$ cat src/rtl/mem_port_arbiter_if.sv
// Bundle of IF-stage, MEM-stage and memory-side signals around the
// unified memory port arbiter. The arbiter takes the slave view; the
// surrounding pipeline/memory model takes the master view.
interface mem_port_arbiter_if #(
  parameter int ADDR_W = 32,
  parameter int DATA_W = 32
);
  // fetch side
  logic              ifReq;
  logic [ADDR_W-1:0] ifAddr;
  logic              ifGnt;
  logic [DATA_W-1:0] ifRdata;
  logic              ifValid;
  // data side
  logic              dReq;
  logic              dWe;
  logic [ADDR_W-1:0] dAddr;
  logic [DATA_W-1:0] dWdata;
  logic              dGnt;
  logic [DATA_W-1:0] dRdata;
  logic              dValid;
  // memory pins
  logic              memEn;
  logic              memWe;
  logic [ADDR_W-1:0] memAddr;
  logic [DATA_W-1:0] memWdata;
  logic [DATA_W-1:0] memRdata;
  // PC hold
  logic              pcStall;

  modport slave (
    input  ifReq, ifAddr, dReq, dWe, dAddr, dWdata, memRdata,
    output ifGnt, ifRdata, ifValid, dGnt, dRdata, dValid,
           memEn, memWe, memAddr, memWdata, pcStall
  );

  modport master (
    output ifReq, ifAddr, dReq, dWe, dAddr, dWdata, memRdata,
    input  ifGnt, ifRdata, ifValid, dGnt, dRdata, dValid,
           memEn, memWe, memAddr, memWdata, pcStall
  );
endinterface

$ cat src/rtl/mem_port_arbiter.sv
// Single-port memory arbiter between instruction fetch and data access.
// Data wins ties; after STARVE_MAX consecutive data grants with a fetch
// waiting, the fetch is forced through. Each access holds the memory for
// MEM_LAT cycles, then returns to IDLE for one cycle where the result is
// flagged valid and the next request can be picked.
module mem_port_arbiter #(
  parameter int ADDR_W     = 32,
  parameter int DATA_W     = 32,
  parameter int MEM_LAT    = 2,
  parameter int STARVE_MAX = 4
) (
  input logic clk,
  input logic rst,
  mem_port_arbiter_if.slave bus
);

  localparam int CNT_W = (MEM_LAT > 1) ? $clog2(MEM_LAT) : 1;
  localparam int STK_W = $clog2(STARVE_MAX + 1);
  localparam logic OWN_IF = 1'b0;
  localparam logic OWN_D  = 1'b1;

  typedef enum logic {IDLE, BUSY} state_t;

  state_t            state_q, state_d;
  logic [CNT_W-1:0]  cnt_q, cnt_d;
  logic [STK_W-1:0]  streak_q, streak_d;
  logic              owner_q, owner_d;
  logic              memEn_q, memEn_d;
  logic              memWe_q, memWe_d;
  logic [ADDR_W-1:0] memAddr_q, memAddr_d;
  logic [DATA_W-1:0] memWdata_q, memWdata_d;
  logic              ifGnt_q, ifGnt_d;
  logic              dGnt_q, dGnt_d;
  logic              ifValid_q, ifValid_d;
  logic              dValid_q, dValid_d;
  logic [DATA_W-1:0] ifRdata_q, ifRdata_d;
  logic [DATA_W-1:0] dRdata_q, dRdata_d;
  logic              pick_fetch;

  // Next-state: arbitration in IDLE, latency countdown and capture in BUSY
  always_comb begin
    state_d    = state_q;
    cnt_d      = cnt_q;
    streak_d   = streak_q;
    owner_d    = owner_q;
    memEn_d    = memEn_q;
    memWe_d    = memWe_q;
    memAddr_d  = memAddr_q;
    memWdata_d = memWdata_q;
    ifRdata_d  = ifRdata_q;
    dRdata_d   = dRdata_q;
    ifGnt_d    = 1'b0;
    dGnt_d     = 1'b0;
    ifValid_d  = 1'b0;
    dValid_d   = 1'b0;
    pick_fetch = 1'b0;

    case (state_q)
      IDLE: begin
        if (bus.ifReq || bus.dReq) begin
          // fetch only wins when data is absent or fetch has been starved
          pick_fetch = !bus.dReq || (streak_q == STK_W'(STARVE_MAX));
          state_d    = BUSY;
          cnt_d      = CNT_W'(MEM_LAT - 1);
          memEn_d    = 1'b1;
          if (pick_fetch) begin
            owner_d   = OWN_IF;
            memWe_d   = 1'b0;
            memAddr_d = bus.ifAddr;
            ifGnt_d   = 1'b1;
            streak_d  = '0;
          end else begin
            owner_d    = OWN_D;
            memWe_d    = bus.dWe;
            memAddr_d  = bus.dAddr;
            memWdata_d = bus.dWdata;
            dGnt_d     = 1'b1;
            if (!bus.ifReq)
              streak_d = '0;
            else if (streak_q != STK_W'(STARVE_MAX))
              streak_d = streak_q + STK_W'(1);
          end
        end
      end
      BUSY: begin
        if (cnt_q != '0) begin
          cnt_d = cnt_q - CNT_W'(1);
        end else begin
          // last memory cycle: rdata is valid now, release the port
          state_d = IDLE;
          memEn_d = 1'b0;
          memWe_d = 1'b0;
          if (owner_q == OWN_IF) begin
            ifRdata_d = bus.memRdata;
            ifValid_d = 1'b1;
          end else begin
            if (!memWe_q) dRdata_d = bus.memRdata;
            dValid_d = 1'b1;
          end
        end
      end
      default: state_d = IDLE;
    endcase
  end

  // State and output registers, synchronous reset drops any access in flight
  always_ff @(posedge clk) begin
    if (rst) begin
      state_q    <= IDLE;
      cnt_q      <= '0;
      streak_q   <= '0;
      owner_q    <= OWN_IF;
      memEn_q    <= 1'b0;
      memWe_q    <= 1'b0;
      memAddr_q  <= '0;
      memWdata_q <= '0;
      ifGnt_q    <= 1'b0;
      dGnt_q     <= 1'b0;
      ifValid_q  <= 1'b0;
      dValid_q   <= 1'b0;
      ifRdata_q  <= '0;
      dRdata_q   <= '0;
    end else begin
      state_q    <= state_d;
      cnt_q      <= cnt_d;
      streak_q   <= streak_d;
      owner_q    <= owner_d;
      memEn_q    <= memEn_d;
      memWe_q    <= memWe_d;
      memAddr_q  <= memAddr_d;
      memWdata_q <= memWdata_d;
      ifGnt_q    <= ifGnt_d;
      dGnt_q     <= dGnt_d;
      ifValid_q  <= ifValid_d;
      dValid_q   <= dValid_d;
      ifRdata_q  <= ifRdata_d;
      dRdata_q   <= dRdata_d;
    end
  end

  assign bus.ifGnt    = ifGnt_q;
  assign bus.dGnt     = dGnt_q;
  assign bus.ifValid  = ifValid_q;
  assign bus.dValid   = dValid_q;
  assign bus.ifRdata  = ifRdata_q;
  assign bus.dRdata   = dRdata_q;
  assign bus.memEn    = memEn_q;
  assign bus.memWe    = memWe_q;
  assign bus.memAddr  = memAddr_q;
  assign bus.memWdata = memWdata_q;
  // hold PC/IF while a fetch is pending and not yet accepted
  assign bus.pcStall  = bus.ifReq & ~ifGnt_q;

endmodule

$ cat src/flat_wrapper.sv
// flat-port wrapper written by rule: the top's interface ports become plain ports
module mem_port_arbiter_flat 
#(
  parameter int ADDR_W     = 32,
  parameter int DATA_W     = 32,
  parameter int MEM_LAT    = 2,
  parameter int STARVE_MAX = 4
)
  (clk, rst, bus_ifReq, bus_ifAddr, bus_dReq, bus_dWe, bus_dAddr, bus_dWdata, bus_memRdata, bus_ifGnt, bus_ifRdata, bus_ifValid, bus_dGnt, bus_dRdata, bus_dValid, bus_memEn, bus_memWe, bus_memAddr, bus_memWdata, bus_pcStall);
  mem_port_arbiter_if #(.ADDR_W(ADDR_W), .DATA_W(DATA_W)) bus_i ();
  input logic clk;
  input logic rst;
  input wire logic [$bits(bus_i.ifReq)-1:0] bus_ifReq;
  input wire logic [$bits(bus_i.ifAddr)-1:0] bus_ifAddr;
  input wire logic [$bits(bus_i.dReq)-1:0] bus_dReq;
  input wire logic [$bits(bus_i.dWe)-1:0] bus_dWe;
  input wire logic [$bits(bus_i.dAddr)-1:0] bus_dAddr;
  input wire logic [$bits(bus_i.dWdata)-1:0] bus_dWdata;
  input wire logic [$bits(bus_i.memRdata)-1:0] bus_memRdata;
  output wire logic [$bits(bus_i.ifGnt)-1:0] bus_ifGnt;
  output wire logic [$bits(bus_i.ifRdata)-1:0] bus_ifRdata;
  output wire logic [$bits(bus_i.ifValid)-1:0] bus_ifValid;
  output wire logic [$bits(bus_i.dGnt)-1:0] bus_dGnt;
  output wire logic [$bits(bus_i.dRdata)-1:0] bus_dRdata;
  output wire logic [$bits(bus_i.dValid)-1:0] bus_dValid;
  output wire logic [$bits(bus_i.memEn)-1:0] bus_memEn;
  output wire logic [$bits(bus_i.memWe)-1:0] bus_memWe;
  output wire logic [$bits(bus_i.memAddr)-1:0] bus_memAddr;
  output wire logic [$bits(bus_i.memWdata)-1:0] bus_memWdata;
  output wire logic [$bits(bus_i.pcStall)-1:0] bus_pcStall;
  assign bus_i.ifReq = bus_ifReq;
  assign bus_i.ifAddr = bus_ifAddr;
  assign bus_i.dReq = bus_dReq;
  assign bus_i.dWe = bus_dWe;
  assign bus_i.dAddr = bus_dAddr;
  assign bus_i.dWdata = bus_dWdata;
  assign bus_i.memRdata = bus_memRdata;
  assign bus_ifGnt = bus_i.ifGnt;
  assign bus_ifRdata = bus_i.ifRdata;
  assign bus_ifValid = bus_i.ifValid;
  assign bus_dGnt = bus_i.dGnt;
  assign bus_dRdata = bus_i.dRdata;
  assign bus_dValid = bus_i.dValid;
  assign bus_memEn = bus_i.memEn;
  assign bus_memWe = bus_i.memWe;
  assign bus_memAddr = bus_i.memAddr;
  assign bus_memWdata = bus_i.memWdata;
  assign bus_pcStall = bus_i.pcStall;
  mem_port_arbiter #(.ADDR_W(ADDR_W), .DATA_W(DATA_W), .MEM_LAT(MEM_LAT), .STARVE_MAX(STARVE_MAX)) u_core (.clk(clk), .rst(rst), .bus(bus_i));
endmodule
$ cat config.mk
export PLATFORM = sky130hd
export DESIGN_NAME = mem_port_arbiter_flat
export DESIGN_NICKNAME = d
export VERILOG_FILES = /design/src/rtl/mem_port_arbiter_if.sv /design/src/rtl/mem_port_arbiter.sv /design/src/flat_wrapper.sv
export SDC_FILE = /design/constraint.sdc
export NUM_CORES = 1
export LEC_CHECK = 0
export ABC_AREA = 1
export CAP_MARGIN = 0
export CORE_ASPECT_RATIO = 1.25
export CORE_MARGIN = 1.5
export CORE_UTILIZATION = 25
export CTS_CLUSTER_DIAMETER = 200
export DETAILED_ROUTE_END_ITERATION = 16
export PLACE_DENSITY = 0.65
export REMOVE_ABC_BUFFERS = 1
export SKIP_LAST_GASP = 1
export SYNTH_ARGS = -nofsm -noshare
export SYNTH_HDL_FRONTEND = slang
export SYNTH_SLANG_ARGS = --single-unit
$ cat constraint.sdc
create_clock -name clk -period 3.02 [get_ports clk]
set_input_delay 0.755 -clock clk [delete_from_list [all_inputs] [get_ports clk]]
set_output_delay 0.755 -clock clk [all_outputs]
set_load 0.01 [all_outputs]
==> results.sh <==
export IMPL_cts_tree="yes"
export IMPL_slew_violations=0
export IMPL_top_layer_used="met4"
export IMPL_cts_max_path_buffers=2
export IMPL_die_w_microns=136.8
export IMPL_mostFrequentLayoutCell="clkdlybuf4s50_1"
export IMPL_min_path_type="flop to flop"
export IMPL_placed_area_sq_um=8518
export IMPL_antenna_found_initial=0
export IMPL_areaGrowthSynthToFinish_pct=62.62
export IMPL_layout_common_cells="clkdlybuf4s50_1 (266), nor2_1 (201), dfxtp_1 (140), o21ai_0 (92), nand2_1 (85)"
export IMPL_syn_area_sq_um=5593
export IMPL_cts_setup_buffers=0
export IMPL_ir_drop_mv=0.3607
export IMPL_clkTransAtPathRegs_ps=60
export IMPL_io_pins=268
export IMPL_dieArea_sq_um=23280
export IMPL_diodes=0
export IMPL_cts_root_buffer="clkbuf_16"
export IMPL_drt_iter0_markers=202
export IMPL_wl_per_cell_microns=14.26
export IMPL_routed_wl_microns=18290
export IMPL_viasPerCell=4.463
export IMPL_rsz0062_at_grt="no"
export IMPL_core_sq_um=22130
export IMPL_synth_top_area_share_pct=50.11
export IMPL_final_setup_viol_count=0
export IMPL_dr_wl_met3_microns=1334
export IMPL_r2r_end="u_core.bus.memWdata[19]"
export IMPL_dpl_hpwl_microns=12140
export IMPL_required_ps=2260
export IMPL_r2r_slack_ps=1220
export IMPL_dp_cells=1251
export IMPL_hold_end="u_core.bus.memWdata[0]"
export IMPL_start_util_pct=25.27
export IMPL_clock_latency_ps=420
export IMPL_remaining_drc_errors=0
export IMPL_dieHeight_microns=170.2
export IMPL_ctsResizeCount=0
export IMPL_yosysTopAreaCell="dfxtp_1"
export IMPL_layout_drive_gt1_share_pct=5.300
export IMPL_htree_levels=4
export IMPL_cp_data_arrival_time_ps=1910
export IMPL_fillCellCount=2264
export IMPL_max_slew_margin_pct=48.05
export IMPL_syn_avg_cell_area_sq_um=7.487
export IMPL_cp_max_fo=2
export IMPL_ys_seq_area_share_pct=50.11
export IMPL_grt_overflow_total=0
export IMPL_hold_viol_final=0
export IMPL_dr_wl_met2_microns=8623
export IMPL_regToRegStartpoint="u_core.streak_q[0]"
export IMPL_post_layout_nonfiller_instances=1283
export IMPL_numCtsBuffers=17
export IMPL_outcome="completed"
export IMPL_cts_hold_buf=0
export IMPL_fmax_mhz=375.6
export IMPL_first_pass_iters=5
export IMPL_synth_seq_cells=140
export IMPL_fin_area_sq_um=9095
export IMPL_fin_nets=1122
export IMPL_synth_distinct_cells=19
export IMPL_p_leak_nw=3.500
export IMPL_min_period_ps=2662
export IMPL_finalCritPeriodShare_pct=88.15
export IMPL_p_per_area_nw_per_um2=562.8
export IMPL_grt_pass1_wl_microns=28300
export IMPL_synthCells=747
export IMPL_ant_nets=0
export IMPL_grt_max_degree=65
export IMPL_cp_end_kind="output pin"
export IMPL_synth_area_leaders="dfxtp_1 (50%), nor2_1 (13%), o21ai_0 (8.2%)"
export IMPL_multiInputGateArea_sq_um=2452
export IMPL_cp_start_kind="input port"
export IMPL_numPortBuffers=267
export IMPL_skew_ps=7.434
export IMPL_hp_start="u_core.bus.memWdata[0]"
export IMPL_grt_pass1_vias=5500
export IMPL_core_rowCount=61
export IMPL_reg2regPathDepth=7
export IMPL_grt_usage_pct=15.63
export IMPL_tns_ps=0
export IMPL_cts_sinks=140
export IMPL_gp_congestion=0.7530
export IMPL_whs_path_depth=2
export IMPL_wl_met1_microns=7798
export IMPL_dr_total_vias=5726
export IMPL_seq_area_sq_um=2803
export IMPL_synth_warnings=0
export IMPL_worst_setup_path_type="input port to output pin"
export IMPL_drv_cap=0
export IMPL_worst_pin_slew_ps=778.4
-- metrics by stage --
step | total power, mW | utilization (%) | hold slack (ps) | setup WS (ps)
after global routing | 5.387 | 41.09 | 477.9 | 294.9
after global placement | 3.085 | 38.49 | 447.3 | 351.3
after floorplan | 2.478 | - | 443.0 | -529.4
after detailed placement | 3.094 | 38.49 | 452.4 | 350.2
after CTS | 5.191 | 41.09 | 463.5 | 350.2
final | 5.119 | 41.09 | 461.1 | 357.9
-- cell type report --
| class | instances | share of cell area [%] |
|---|---|---|
| timing repair buffer | 283 | 31.37 |
| clock buffer | 17 | 4.677 |
| inverter | 15 | 0.6191 |
| multi-input combinational | 530 | 26.96 |
| tap | 283 | 3.893 |
| clock inverter | 15 | 1.665 |
| sequential | 140 | 30.82 |
-- how the worst max path moves through the flow --
stage	start	end	slack [ps]
4_1_cts	bus_ifReq	bus_pcStall	350
3_5_place_dp	bus_ifReq	bus_pcStall	350
6_report	bus_ifReq	bus_pcStall	360
5_1_grt	bus_ifReq	bus_pcStall	290
2_1_floorplan	u_core.streak_q[0]	u_core.owner_q	-530
3_3_place_gp	bus_ifReq	bus_pcStall	350
-- logic make-up (layout without fill, tap and decap cells) --
family | Yosys count | in the layout | synth area share, %
flip-flops | 140 | 140 | 50.11
AO/OA/AOI/OAI | 167 | 167 | 16.49
buffers and inverters | 77 | 330 | 6.174
AND/OR/NAND/NOR | 361 | 361 | 26.78
adder cells (fa/ha/maj) | 2 | 2 | 0.4474
-- power breakdown --
group          leakage (nW)  total, mW  internal [mW]  switching, mW
registers              1.15       2.07           1.99         0.0748
logic                  2.08      0.978          0.531          0.447
clock network         0.268       2.07           1.16          0.912
total                  3.50       5.12           3.69           1.43
-- sequential cells by signal, summed over array words and instances (netlist names), 3 cells and up --
register / cells
u_core.streak_q: 3
u_core.bus.memAddr: 32
u_core.bus.ifRdata: 32
u_core.bus.dRdata: 32
u_core.bus.memWdata: 32
-- synth_stat cells --
library cell    n
o21ai_0        92
buf_4           6
nor2_4          1
clkbuf_1       28
o21ai_2         1
a21oi_1        36
nand3_1        37
nor2_1        201
inv_1          15
o21a_1          1
dfxtp_1       140
nand4_1        35
nand2_1        86
ha_1            2
buf_1           1
buf_2          27
o21ai_1         5
nor3_1          1
a21boi_0       32
-- worst max-delay path: stages --
cell             delay, ps
clkdlybuf4s50_1        480
inv_1                   60
nor2_1                  80
clkdlybuf4s50_1        530
-- metal layers --
layer / up-vias / track usage, %
met5: - / 0
met4: 0 / 7.643
met3: 31 / 4.558
met2: 199 / 26.57
met1: 2549 / 17.74
li1: 2947 / -
Power figures use the tool's default switching activity.
